--- src/rtl/level_sequencer_if.sv ---
// Bundle between the game-flow sequencer and its neighbours: block_controller status in,
// display/score outputs back. master = the side that drives the game inputs, slave = the sequencer.
interface level_sequencer_if #(
  parameter int NUM_MONSTERS = 5,
  parameter int NUM_LEVELS   = 2,
  parameter int SCORE_W      = 8
);
  localparam int LVL_W = (NUM_LEVELS > 1) ? $clog2(NUM_LEVELS) : 1;

  logic                    start_pulse;
  logic [NUM_MONSTERS-1:0] monster_destroyed;
  logic                    tank_destroyed;
  logic [SCORE_W-1:0]      score_in;

  logic [LVL_W-1:0]        level;
  logic                    level_load;
  logic                    respawn;
  logic                    playing;
  logic [3:0]              lives_left;
  logic [SCORE_W-1:0]      score;
  logic [6:0]              state;
  logic                    win;
  logic                    lose;

  modport master (
    output start_pulse, monster_destroyed, tank_destroyed, score_in,
    input  level, level_load, respawn, playing, lives_left, score, state, win, lose
  );

  modport slave (
    input  start_pulse, monster_destroyed, tank_destroyed, score_in,
    output level, level_load, respawn, playing, lives_left, score, state, win, lose
  );
endinterface

--- src/rtl/level_sequencer.sv ---
// Game-flow controller: walks through the levels, tracks lives with a timed respawn phase
// and accumulates a saturating game score from the per-level score of block_controller.
//
// state    | meaning
// ---------+---------------------------------------------------------------
// IDLE     | after reset, waiting for the first start pulse
// INTRO    | level intro, timed by the down-counter
// PLAY     | level in progress; score tracks base + score_in
// LVL_DONE | one cycle: advance level or declare the win
// RESPAWN  | tank lost, timed pause before play resumes on the same level
// WIN      | all levels cleared, score frozen until restart
// LOSE     | out of lives, score frozen until restart
module level_sequencer #(
  parameter int                                NUM_MONSTERS   = 5,
  parameter int                                NUM_LEVELS     = 2,
  parameter logic [NUM_LEVELS*NUM_MONSTERS-1:0] CLEAR_MASKS    = {5'b11111, 5'b10101},
  parameter int                                LIVES          = 3,
  parameter int                                INTRO_CYCLES   = 2,
  parameter int                                RESPAWN_CYCLES = 4,
  parameter int                                SCORE_W        = 8
) (
  input  logic              clk,
  input  logic              rst_n,
  level_sequencer_if.slave  bus
);

  localparam int LVL_W   = (NUM_LEVELS > 1) ? $clog2(NUM_LEVELS) : 1;
  localparam int MAX_CYC = (INTRO_CYCLES > RESPAWN_CYCLES) ? INTRO_CYCLES : RESPAWN_CYCLES;
  localparam int CNT_W   = (MAX_CYC > 1) ? $clog2(MAX_CYC) : 1;

  localparam logic [6:0] S_IDLE     = 7'b0000001;
  localparam logic [6:0] S_INTRO    = 7'b0000010;
  localparam logic [6:0] S_PLAY     = 7'b0000100;
  localparam logic [6:0] S_LVL_DONE = 7'b0001000;
  localparam logic [6:0] S_RESPAWN  = 7'b0010000;
  localparam logic [6:0] S_WIN      = 7'b0100000;
  localparam logic [6:0] S_LOSE     = 7'b1000000;

  // Counter reload values: the counter runs down to zero, so N cycles start from N-1.
  localparam logic [CNT_W-1:0] INTRO_LOAD   = CNT_W'(INTRO_CYCLES - 1);
  localparam logic [CNT_W-1:0] RESPAWN_LOAD = CNT_W'(RESPAWN_CYCLES - 1);
  localparam logic [LVL_W-1:0] LAST_LEVEL   = LVL_W'(NUM_LEVELS - 1);
  localparam logic [3:0]       LIVES_INIT   = 4'(LIVES);

  logic [6:0]              r_state;
  logic [LVL_W-1:0]        r_level;
  logic [3:0]              r_lives;
  logic [SCORE_W-1:0]      r_score;
  logic [SCORE_W-1:0]      r_base;
  logic [CNT_W-1:0]        r_cnt;
  logic                    r_level_load;
  logic                    r_respawn;

  logic [6:0]              w_state_nxt;
  logic [LVL_W-1:0]        w_level_nxt;
  logic [3:0]              w_lives_nxt;
  logic [SCORE_W-1:0]      w_score_nxt;
  logic [SCORE_W-1:0]      w_base_nxt;
  logic [CNT_W-1:0]        w_cnt_nxt;
  logic                    w_level_load_nxt;
  logic                    w_respawn_nxt;

  logic [NUM_MONSTERS-1:0] w_mask;
  logic                    w_clear;
  logic                    w_last_level;
  logic                    w_cnt_done;
  logic [SCORE_W:0]        w_sum;
  logic [SCORE_W-1:0]      w_sum_sat;
  logic [3:0]              w_lives_dec;

  // Select the clear mask of the current level; out-of-range levels never occur.
  always_comb begin
    w_mask = '0;
    for (int k = 0; k < NUM_LEVELS; k++) begin
      if (r_level == LVL_W'(k)) begin
        w_mask = CLEAR_MASKS[k*NUM_MONSTERS +: NUM_MONSTERS];
      end
    end
  end

  assign w_clear      = ((bus.monster_destroyed & w_mask) == w_mask);
  assign w_last_level = (r_level == LAST_LEVEL);
  assign w_cnt_done   = (r_cnt == '0);
  assign w_sum        = {1'b0, r_base} + {1'b0, bus.score_in};
  assign w_sum_sat    = w_sum[SCORE_W] ? {SCORE_W{1'b1}} : w_sum[SCORE_W-1:0];
  assign w_lives_dec  = r_lives - 4'd1;

  // State register.
  always_ff @(posedge clk or negedge rst_n) begin
    if (!rst_n) begin
      r_state <= S_IDLE;
    end else begin
      r_state <= w_state_nxt;
    end
  end

  // Next-state decode; anything that is not a legal one-hot code falls back to IDLE.
  always_comb begin
    w_state_nxt = S_IDLE;
    case (r_state)
      S_IDLE:     w_state_nxt = bus.start_pulse ? S_INTRO : S_IDLE;
      S_INTRO:    w_state_nxt = w_cnt_done ? S_PLAY : S_INTRO;
      S_PLAY: begin
        if (w_clear) begin
          w_state_nxt = S_LVL_DONE;
        end else if (bus.tank_destroyed) begin
          w_state_nxt = (w_lives_dec == 4'd0) ? S_LOSE : S_RESPAWN;
        end else begin
          w_state_nxt = S_PLAY;
        end
      end
      S_LVL_DONE: w_state_nxt = w_last_level ? S_WIN : S_INTRO;
      S_RESPAWN:  w_state_nxt = w_cnt_done ? S_PLAY : S_RESPAWN;
      S_WIN:      w_state_nxt = bus.start_pulse ? S_INTRO : S_WIN;
      S_LOSE:     w_state_nxt = bus.start_pulse ? S_INTRO : S_LOSE;
      default:    w_state_nxt = S_IDLE;
    endcase
  end

  // Next values of the datapath registers and pulses, decided from the current state.
  always_comb begin
    w_level_nxt      = r_level;
    w_lives_nxt      = r_lives;
    w_score_nxt      = r_score;
    w_base_nxt       = r_base;
    w_cnt_nxt        = r_cnt;
    w_level_load_nxt = 1'b0;
    w_respawn_nxt    = 1'b0;
    case (r_state)
      S_IDLE, S_WIN, S_LOSE: begin
        if (bus.start_pulse) begin
          w_level_nxt      = '0;
          w_lives_nxt      = LIVES_INIT;
          w_score_nxt      = '0;
          w_base_nxt       = '0;
          w_cnt_nxt        = INTRO_LOAD;
          w_level_load_nxt = 1'b1;
        end
      end
      S_INTRO, S_RESPAWN: begin
        if (!w_cnt_done) begin
          w_cnt_nxt = r_cnt - CNT_W'(1);
        end
      end
      S_PLAY: begin
        w_score_nxt = w_sum_sat;
        if (w_clear) begin
          w_base_nxt = w_sum_sat;
        end else if (bus.tank_destroyed) begin
          w_lives_nxt = w_lives_dec;
          if (w_lives_dec != 4'd0) begin
            w_respawn_nxt = 1'b1;
            w_cnt_nxt     = RESPAWN_LOAD;
          end
        end
      end
      S_LVL_DONE: begin
        if (!w_last_level) begin
          w_level_nxt      = r_level + LVL_W'(1);
          w_level_load_nxt = 1'b1;
          w_cnt_nxt        = INTRO_LOAD;
        end
      end
      default: begin
      end
    endcase
  end

  // Datapath and pulse registers, so every output comes straight from a flop.
  always_ff @(posedge clk or negedge rst_n) begin
    if (!rst_n) begin
      r_level      <= '0;
      r_lives      <= LIVES_INIT;
      r_score      <= '0;
      r_base       <= '0;
      r_cnt        <= '0;
      r_level_load <= 1'b0;
      r_respawn    <= 1'b0;
    end else begin
      r_level      <= w_level_nxt;
      r_lives      <= w_lives_nxt;
      r_score      <= w_score_nxt;
      r_base       <= w_base_nxt;
      r_cnt        <= w_cnt_nxt;
      r_level_load <= w_level_load_nxt;
      r_respawn    <= w_respawn_nxt;
    end
  end

  assign bus.state      = r_state;
  assign bus.level      = r_level;
  assign bus.lives_left = r_lives;
  assign bus.score      = r_score;
  assign bus.level_load = r_level_load;
  assign bus.respawn    = r_respawn;
  assign bus.playing    = r_state[2];
  assign bus.win        = r_state[5];
  assign bus.lose       = r_state[6];

endmodule
--- src/flat_wrapper.sv ---
// flat-port wrapper written by rule: the top's interface ports become plain ports
module level_sequencer_flat 
#(
  parameter int                                NUM_MONSTERS   = 5,
  parameter int                                NUM_LEVELS     = 2,
  parameter logic [NUM_LEVELS*NUM_MONSTERS-1:0] CLEAR_MASKS    = {5'b11111, 5'b10101},
  parameter int                                LIVES          = 3,
  parameter int                                INTRO_CYCLES   = 2,
  parameter int                                RESPAWN_CYCLES = 4,
  parameter int                                SCORE_W        = 8
)
  (clk, rst_n, bus_start_pulse, bus_monster_destroyed, bus_tank_destroyed, bus_score_in, bus_level, bus_level_load, bus_respawn, bus_playing, bus_lives_left, bus_score, bus_state, bus_win, bus_lose);
  level_sequencer_if #(.NUM_MONSTERS(NUM_MONSTERS), .NUM_LEVELS(NUM_LEVELS), .SCORE_W(SCORE_W)) bus_i ();
  input  logic clk;
  input  logic rst_n;
  input wire logic [$bits(bus_i.start_pulse)-1:0] bus_start_pulse;
  input wire logic [$bits(bus_i.monster_destroyed)-1:0] bus_monster_destroyed;
  input wire logic [$bits(bus_i.tank_destroyed)-1:0] bus_tank_destroyed;
  input wire logic [$bits(bus_i.score_in)-1:0] bus_score_in;
  output wire logic [$bits(bus_i.level)-1:0] bus_level;
  output wire logic [$bits(bus_i.level_load)-1:0] bus_level_load;
  output wire logic [$bits(bus_i.respawn)-1:0] bus_respawn;
  output wire logic [$bits(bus_i.playing)-1:0] bus_playing;
  output wire logic [$bits(bus_i.lives_left)-1:0] bus_lives_left;
  output wire logic [$bits(bus_i.score)-1:0] bus_score;
  output wire logic [$bits(bus_i.state)-1:0] bus_state;
  output wire logic [$bits(bus_i.win)-1:0] bus_win;
  output wire logic [$bits(bus_i.lose)-1:0] bus_lose;
  assign bus_i.start_pulse = bus_start_pulse;
  assign bus_i.monster_destroyed = bus_monster_destroyed;
  assign bus_i.tank_destroyed = bus_tank_destroyed;
  assign bus_i.score_in = bus_score_in;
  assign bus_level = bus_i.level;
  assign bus_level_load = bus_i.level_load;
  assign bus_respawn = bus_i.respawn;
  assign bus_playing = bus_i.playing;
  assign bus_lives_left = bus_i.lives_left;
  assign bus_score = bus_i.score;
  assign bus_state = bus_i.state;
  assign bus_win = bus_i.win;
  assign bus_lose = bus_i.lose;
  level_sequencer #(.NUM_MONSTERS(NUM_MONSTERS), .NUM_LEVELS(NUM_LEVELS), .CLEAR_MASKS(CLEAR_MASKS), .LIVES(LIVES), .INTRO_CYCLES(INTRO_CYCLES), .RESPAWN_CYCLES(RESPAWN_CYCLES), .SCORE_W(SCORE_W)) u_core (.clk(clk), .rst_n(rst_n), .bus(bus_i));
endmodule
--- config.mk ---
export PLATFORM = sky130hd
export DESIGN_NAME = level_sequencer_flat
export DESIGN_NICKNAME = d
export VERILOG_FILES = /design/src/rtl/level_sequencer_if.sv /design/src/rtl/level_sequencer.sv /design/src/flat_wrapper.sv
export SDC_FILE = /design/constraint.sdc
export NUM_CORES = 1
export LEC_CHECK = 0
export ABC_AREA = 1
export CAP_MARGIN = 5
export CORE_MARGIN = 2
export CORE_UTILIZATION = 44
export CTS_BUF_LIST = sky130_fd_sc_hd__clkbuf_2 sky130_fd_sc_hd__clkbuf_4 sky130_fd_sc_hd__clkbuf_8
export CTS_CLUSTER_DIAMETER = 120
export DETAILED_ROUTE_END_ITERATION = 10
export PLACE_DENSITY = 0.81
export SLEW_MARGIN = 30
export SYNTH_ARGS = -nofsm -noshare
export SYNTH_HDL_FRONTEND = slang
export SYNTH_SLANG_ARGS = --single-unit
--- constraint.sdc ---
create_clock -name clk -period 4.1 [get_ports clk]
set_input_delay 0.82 -clock clk [delete_from_list [all_inputs] [get_ports clk]]
set_output_delay 0.82 -clock clk [all_outputs]
set_load 0.01 [all_outputs]
==> results.md <==
- DRT Wirelength: 4380 um
- GP Congestion: 0.873
- Final core utilization: 59.0%
- Worst-path fanout max: 5
- Status: complete, no violations
- Hold_sp: u_core.r_cnt[1]
- Clock latency on the worst-skew pair: 290 ps
- Row count: 24
- Internal: 779 uW
- Most used DFF post-synth: dfrtp_1
- R2R cell count: 8
- Seq pwr share: 34.9%
- Hold_buf cts: 0
- Largest net degree at the start of global routing: 33
- Switching power: 454 uW
- Port Buf Inserts: 41
- Design Area, Final: 0.00261 mm2
- YS warnings: 0
- P_leak: 1.39 nW
- Synth area leaders: dfrtp_1 35%, nand2_1 16%, ha_1 6.7%, inv_1 6.2%, nor2_1 4.2%
- Clock share of power: 24.5%
- HP Class: reg2reg
- Hold Path End: u_core.r_cnt[1]
- Crit path arrival time: 2870 ps
- Remaining DRCs: 0
- Final Net Count: 348
- RR Startpoint: u_core.r_base[0]
- Chip width: 72.3 um
- Fin. max-slew vios: 0
- Yosys top cell by area: dfrtp_1
- Top cells by count, synth: 88 x nand2_1, 34 x inv_1, 29 x dfrtp_1
- CP Data Required Time: 4270 ps
- Sequential fraction of the synthesis area: 39.2%
- Crit path time final: 2700 ps
- Setup Crit Path Kind: in2reg
- Syn_area_per_cell: 7.50 um2
- Setup TNS: 0 ps
- # resized after CTS: 0
- Yosys reg bits: 32
- Routed vias: 1787
- Share of layout cells above drive strength 1: 12.2%
- Initial antenna violation count: 0
- Adder and majority gate portion of the synthesized area: 7.67%
- Post-Syn Nets: 303
- Slew margin rel.: 73.3%
- Hold Crit Depth: 2
- Placed cell area: 0.00249 mm2
- Share of the synthesized area in the top cell type: 35.3%
- Combinational Power Share: 40.6%
- Most common cell in the netlist: nand2_1
- Routed vias/inst: 4.80
- GR Overflow Total: 0
- Sw Ratio: 36.8%
- Detailed-route wire length per cell: 11.8 um
- Clock-pin slew on the worst setup and hold paths: 70 ps
- Critical path startpoint category: input pin
- Starting Density: 46.5%
- TritonRoute pass-1 iters: 4
- RSZ-0062 raised after global routing: no
- CTS Buf Count: 5
- Core Area: 0.00441 mm2
- DP Wirelength: 3360 um
- # Post-CTS Setup Buffers: 0
- Post-synth EDFFs: 0
- Die Y: 72.3 um
- Clk root buf: clkbuf_8
- Final hold viol count: 0
- Final setup violation count: 0
- Total GRT Usage: 18.9%
- Worst reg2reg setup slack: 1970 ps
- Multiplexer share of the synthesized area: 0%
- Synthesized cell area: 0.00205 mm2
- Die area: 0.00523 mm2
- Mapped Cells: 274
- Antenna diodes: 0
- Clock sink count: 32
- Routed Antenna Nets: 0
- Synth Area in XOR/XNOR: 1.28%
- Peak VDD IR: 207 uV
- Worst slew pin tran: 400 ps
- Worst setup EP type: flip-flop
- Filler cells: 403
- Max Freq: 370 MHz
- CTS tree: done
- First-pass GRT wire length: 7690 um
- Worst r2r dst: u_core.r_base[2]
- Simple-gate share of the synthesized area: 33.4%
- Final period util: 65.9%
- Crit path launch: bus_score_in[0]
- H-tree depth: 2
- P&R area growth vs syn: 26.9%
- Ys async rst share: 100%
- Combinational family with the most area after synthesis: simple AND/OR/NAND/NOR gates
- Synth unique cells: 30
- DR iter-0 viols: 109
- Clock Skew: 3.16 ps
- Max Buffers Root-to-Sink: 2
- Vias in the first global route: 1732
- Power Dens Cells: 473 mW/mm2
- IO Pins: 42
- Post-synthesis compound-gate area fraction: 8.89%
- Max Cap Viol: 0
cells in the final DEF, fill, tap and decap left out, drive strengths merged, types with 2 or more instances in the layout:
master / synthesis / layout
nand2: 94 / 94
clkdlybuf4s50: 0 / 41
inv: 40 / 40
nor2: 31 / 31
dfrtp: 29 / 29
nand3: 20 / 20
o21ai: 20 / 20
ha: 11 / 11
a21oi: 8 / 8
clkbuf: 0 / 6
dfstp: 3 / 3
clkinv: 1 / 2
o22ai: 2 / 2
nand4: 2 / 2
xor2: 2 / 2
metal layers:
metal,vias to the layer above,track usage [%],share of wire (%)
li1,955,-,-
met1,786,24.7,49
met2,37,30.3,44
met3,9,4.44,5.0
met4,0,7.55,2.0
met5,-,0,0
worst max-delay path by stage:
stage | endpoint | slack (ps) | depth (start not counted)
finish | u_core.r_base[2] | 1400 | 9
global route | u_core.r_base[1] | 1170 | 9
floorplan | u_core.bus.score[7] | 1760 | 8
global placement | u_core.r_base[2] | 1170 | 9
CTS | u_core.r_base[2] | 1370 | 9
detailed placement | u_core.r_base[2] | 1060 | 9
final cells by class:
cell class                      instances  area, um2  share of cell area [%]
Inverter                               41        155                    5.95
Sequential cell                        32        805                    30.9
Clock buffer                            6       76.3                    2.93
Multi-Input combinational cell        197       1050                    40.4
Timing Repair Buffer                   42        418                    16.0
Tap cell                               52       65.1                    2.50
Clock inverter                          2       35.0                    1.34
worst max-delay path, cell delays in order:
cell	delay, ps
clkdlybuf4s50_1	410
ha_1	230
fa_1	430
nand3_1	110
nand3_1	100
a21oi_1	280
inv_1	150
o21ai_0	260
o21ai_1	90
per-stage QoR:
stage / setup slack, ps / std cells / hold slack (ps) / total power [mW]
final: 1400 / 372 / 482 / 1.23
after global routing: 1170 / 372 / 509 / 1.33
after CTS: 1370 / 372 / 479 / 1.24
after detailed placement: 1060 / 364 / 463 / 0.935
after global placement: 1170 / 364 / 459 / 0.925
after floorplan: 1760 / 274 / 442 / 0.777
power by group through the flow:
stage	sequential, mW	combinational, mW	clock (mW)
after floorplan	0.445	0.332	0
after global placement	0.433	0.492	0
after detailed placement	0.434	0.501	0
after CTS	0.430	0.504	0.308
after global routing	0.438	0.566	0.323
final	0.430	0.500	0.303
registers in the layout, summed over array words and instances, names as in the netlist:
signal,count
u_core.bus.score,8
u_core.r_base,8
u_core.bus.lives_left,4
u_core.r_cnt,2
u_core.bus.level,1
u_core.bus.level_load,1
u_core.bus.state,7
u_core.bus.respawn,1
cell families (layout without fill, tap and decap cells):
logic type / after synthesis / in the layout
flip-flops: 32 / 32
buffers and inverters: 45 / 91
adder cells (fa/ha/maj): 12 / 12
AO/OA/AOI/OAI: 33 / 33
AND/OR/NAND/NOR: 149 / 149
XOR/XNOR: 3 / 3
Power figures use the tool's default switching activity.
